$ cat config.mk
export PLATFORM = sky130hd
export DESIGN_NAME = mul16_seq
export DESIGN_NICKNAME = d
export VERILOG_FILES = /design/src/rtl/mul16_seq_pkg.sv /design/src/rtl/mul16_seq_add16.sv /design/src/rtl/mul16_seq.sv
export SDC_FILE = /design/constraint.sdc
export NUM_CORES = 1
export LEC_CHECK = 0
export CORE_ASPECT_RATIO = 0.5
export CORE_MARGIN = 4
export CORE_UTILIZATION = 50
export CTS_BUF_LIST = sky130_fd_sc_hd__clkbuf_2 sky130_fd_sc_hd__clkbuf_4 sky130_fd_sc_hd__clkbuf_8
export CTS_CLUSTER_SIZE = 40
export DETAILED_ROUTE_END_ITERATION = 7
export PLACE_DENSITY = 0.78
export RECOVER_POWER = 100
export SLEW_MARGIN = 20
export SYNTH_ARGS = -nofsm -noshare
export SYNTH_HDL_FRONTEND = slang
export SYNTH_SLANG_ARGS = --single-unit
$ cat constraint.sdc
create_clock -name clk -period 7.75 [get_ports clk]
set_input_delay 1.55 -clock clk [delete_from_list [all_inputs] [get_ports clk]]
set_output_delay 1.55 -clock clk [all_outputs]
set_load 0.01 [all_outputs]
$ cat src/rtl/mul16_seq_pkg.sv
// Shared constants for the sequential shift-and-add multiplier.
// Holds the FSM encoding and the iteration count.
package mul16_seq_pkg;

    typedef enum logic [1:0] {
        ST_IDLE = 2'd0,
        ST_RUN  = 2'd1,
        ST_DONE = 2'd2
    } mul_state_t;

    localparam int           MUL_ITER = 16;
    localparam logic [3:0]   CNT_LAST = 4'(MUL_ITER - 1);

endpackage

$ cat src/rtl/mul16_seq_add16.sv
// 16-bit unsigned ripple adder with carry-out.
// This is the only adder in the multiplier and is reused every iteration.
module add16 (
    input  logic [15:0] in1,
    input  logic [15:0] in2,
    output logic [15:0] out,
    output logic        ovfl
);

    assign {ovfl, out} = {1'b0, in1} + {1'b0, in2};

endmodule

$ cat src/rtl/mul16_seq.sv
// Sequential 16x16 unsigned multiplier: one shift-and-add step per clock.
// The start/busy/done handshake accepts a new operation in IDLE or DONE.
module mul16_seq
    import mul16_seq_pkg::*;
(
    input  logic        clk,
    input  logic        rst_n,
    input  logic        start,
    input  logic [15:0] a,
    input  logic [15:0] b,
    output logic        busy,
    output logic        done,
    output logic [31:0] product
);

    mul_state_t  state;
    logic [15:0] mcand;
    logic [15:0] hi;
    logic [15:0] lo;
    logic [3:0]  cnt;

    logic [15:0] addend;
    logic [15:0] sum;
    logic        ovfl;
    logic [31:0] shifted;

    assign addend  = lo[0] ? mcand : 16'h0000;
    // The carry-out becomes the MSB of hi, so no product bit is lost.
    assign shifted = {ovfl, sum, lo[15:1]};

    add16 u_add16 (
        .in1  (hi),
        .in2  (addend),
        .out  (sum),
        .ovfl (ovfl)
    );

    always_ff @(posedge clk or negedge rst_n) begin
        if (!rst_n) begin
            state   <= ST_IDLE;
            mcand   <= '0;
            hi      <= '0;
            lo      <= '0;
            cnt     <= '0;
            busy    <= 1'b0;
            done    <= 1'b0;
            product <= '0;
        end else begin
            done <= 1'b0;
            case (state)
                ST_IDLE, ST_DONE: begin
                    if (start) begin
                        mcand <= a;
                        hi    <= '0;
                        lo    <= b;
                        cnt   <= '0;
                        busy  <= 1'b1;
                        state <= ST_RUN;
                    end else begin
                        state <= ST_IDLE;
                    end
                end
                ST_RUN: begin
                    {hi, lo} <= shifted;
                    cnt      <= cnt + 4'd1;
                    if (cnt == CNT_LAST) begin
                        busy    <= 1'b0;
                        done    <= 1'b1;
                        product <= shifted;
                        state   <= ST_DONE;
                    end
                end
                default: begin
                    busy  <= 1'b0;
                    state <= ST_IDLE;
                end
            endcase
        end
    end

endmodule

==> out/metrics.csv <==
stage,metric,value,unit
synthesis,synthTopCellsByArea,"dfrtp_1 (51%), nand2_1 (15%), ha_1 (4.9%)",
layout,final_cell_mix,"nand2_1 (167), dfrtp_1 (88), dlygate4sd3_1 (35), clkdlybuf4s50_1 (32), a22oi_1 (18)",
pwr,total_power,2.11,mW
layout,drive_gt1_frac,0.0552,
synthesis,synthFlopType,dfrtp_1,
die,die_area,10200,um^2
layout,final_util,0.637,
clock_network,cts_tree,done,
layout,final_area,5200,um^2
layout,final_common_cell,nand2_1,
sta,min_period_over_period,0.555,
placement,dp_cells,622,
drt,drt_pre_antenna_iters,4,
placement,pre_cts_ws,4.67,ns
synthesis,synth_cells,464,
synthesis,ys_types,47,
setup_path,critPathKind,reg2reg,
sta,skew,0.0123,ns
layout,fin_nets,574,
sta,tns,0,ns
global_routing,met2_usage,0.318,
setup_path,arrival,4.54,ns
synthesis,syn_area_per_cell,9.28,um^2
drt,dr.first_iter.drc_count,300,
clock_network,cts_setup_buffers,0,
setup_path,end_kind,register,
sta,whs,0.474,ns
setup_path,cp_num_buf_inv,2,
layout,fin_cells,637,
die,die_w,139,um
sta,drv_slew,73,
job,drv_cap,2,
global_routing,grt_max_degree,89,
synthesis,synth_top_area_frac,0.511,
setup_path,critical_path.slowest_cell,or2_0,
clock_network,root_buffer,clkbuf_8,
layout,syn2layout_area_growth,20.9,%
sta,finalHoldViolCount,0,
global_routing,grt_most_used_layer,met2,
synthesis,ys_async_sr_fraction,1.00,
clock_network,cts_sinks,88,
drt,wl_per_cell,14.9,um
global_routing,use_met3,0.0579,
run_status,status,"finished, violations left",
die,dieHeight,73.6,um
setup_path,cp_cell_sequence,nand2b_1 -> or2_0 -> inv_1 -> clkbuf_1 -> mux2_2,
die,initial_core_util,0.527,
clock_network,ctsHtreeMaxLevel,3,
setup_path,cp-start-kind,register,
sta,rsz0062_at_grt,no,
pwr,p_per_area,406,nW/um^2
die,core-area,8170,um^2
die,io_pins,69,
synthesis,synth_area_leader_cell,dfrtp_1,
synthesis,synth_nets,517,
clock_network,path_clk_slew,0.08,ns
pwr,power.leakage,2.57,nW
global_routing,grt_pass1_wl,16.7,mm
layout,antenna_cells,0,
synthesis,synth_edf_count,0,
clock_network,cts.repair.resized,0,
drt,vias,3451,
placement,placed_area,5050,um^2
placement,place_congestion,0.907,
sta,period_minus_slack,4.30,ns
layout,n_fill_cell,714,
clock_network,cts_hold_buf,0,
setup_path,worstPathMaxFanout,36,
placement,hpwl,6.46,mm
synthesis,synth_warnings,0,
sta,setup_ws,3.45,ns
sta,timing.fmax,233,MHz
run_status,violations,"max-capacitance violations, max-slew violations",
synthesis,synth_seq_area_share,0.511,
clock_network,clock_tree.buffer_depth,2,
setup_path,path_delay_family,simple AND/OR/NAND/NOR gates,
global_routing,grtUsageTotal,0.204,
global_routing,grtUsageMet1,0.285,
global_routing,grt.overflow.total,0,
hold_path,hp-class,reg2reg,
sta,max_slew.worst_pin.slew,2.05,ns
synthesis,synth_seq_cells,88,
placement,portBuffers,68,
drt,drt.antenna.violating_nets,0,
global_routing,grt_pass1_vias,3434,
drt,routed_wl,9.52,mm
clock_network,clk_latency,0.36,ns
synthesis,syn_area,4310,um^2
die,rows,23,
drt,drc,0,
setup_path,critPathMaxStageDelay,1.57,ns
global_routing,antenna_found_initial,0,
sta,setup-violations-final,0,
sta,max_slew_margin,-0.367,
drt,viasPerCell,5.42,
pwr,ir_drop,153,uV
setup_path,worstPathRequired,7.99,ns
clock_network,numCtsBuffers,9,
==> cell type report <==
cell class	instances	area [um^2]	share of cell area
Clock buffer	11	139	0.0267
Clock inverter	4	22.5	0.00433
Inverter	3	11.3	0.00216
Multi-Input combinational cell	347	1980	0.381
Sequential cell	88	2200	0.423
Tap cell	112	140	0.0269
Timing Repair Buffer	72	704	0.135
==> cell usage after synthesis (2+ instances only) <==
library cell and instances:
nand2_1 167, dfrtp_1 88, clkbuf_1 20, a22oi_1 18, ha_1 17, and2_1 16
a21oi_1 15, o21ai_0 15, a22o_1 11, nand4_1 9, nor2_1 9, nand3_1 8
xnor2_1 7, nand2b_1 5, a211oi_1 4, a21o_1 4, mux2_2 4, xor2_1 4
buf_2 3, inv_1 3, nor2b_1 3, a21o_2 2, a31oi_1 2, buf_4 2
o2111ai_1 2, o211ai_1 2, o31a_1 2, or3_1 2, or4_1 2
==> layer usage <==
layer / vias up / wire length [um]
met3: 9 / 504
met1: 1664 / 4630
met4: 0 / 89
met2: 87 / 4300
li1: 1691 / -
met5: - / 0
==> worst paths after layout <==
| kind | slack [ns] | endpoint | cells past startpoint | startpoint |
|---|---|---|---|---|
| min | 0.47 | product[10] | 2 | product[10] |
| max reg2reg | 3.45 | product[23] | 5 | state[0] |
| max | 3.45 | product[23] | 5 | state[0] |
| min reg2reg | 0.47 | product[10] | 2 | product[10] |
| min in group asynchronous | 1.23 | product[9] | 1 | rst_n |
| max in group asynchronous | 5.96 | hi[10] | 1 | rst_n |
==> sequential cells by signal (all words and copies together), names as in the netlist <==
signal   cells
busy         1
cnt          4
done         1
hi          16
lo          16
mcand       16
product     32
state        2
==> kinds of logic (layout without fill, tap and decap cells) <==
group                      Yosys count  count (layout)  share of synthesized area
AOI/OAI and AO/OA                   84              84                      0.138
DFF                                 88              88                      0.511
adders and majority gates           18              18                     0.0541
and+or+nand+nor                    229             229                      0.232
muxes                                5               5                     0.0139
xor gates and xnor gates            11              11                     0.0224
buffers and inverters               29              90                     0.0279
==> worst register-to-register path, stage by stage, from the launching register on <==
cell      delay [ns]
dfrtp_1         0.43
nand2b_1        0.38
or2_0           1.57
inv_1           0.81
clkbuf_1        0.58
mux2_2          0.41
==> power by group <==
group | leakage, nW | internal [mW] | total [mW] | switching [mW]
clock network | 0.0858 | 0.120 | 0.274 | 0.154
registers | 1.09 | 0.673 | 0.807 | 0.134
logic | 1.39 | 0.461 | 1.03 | 0.568
total | 2.57 | 1.25 | 2.11 | 0.856
Note: power is estimated with default switching activity, not from simulation.
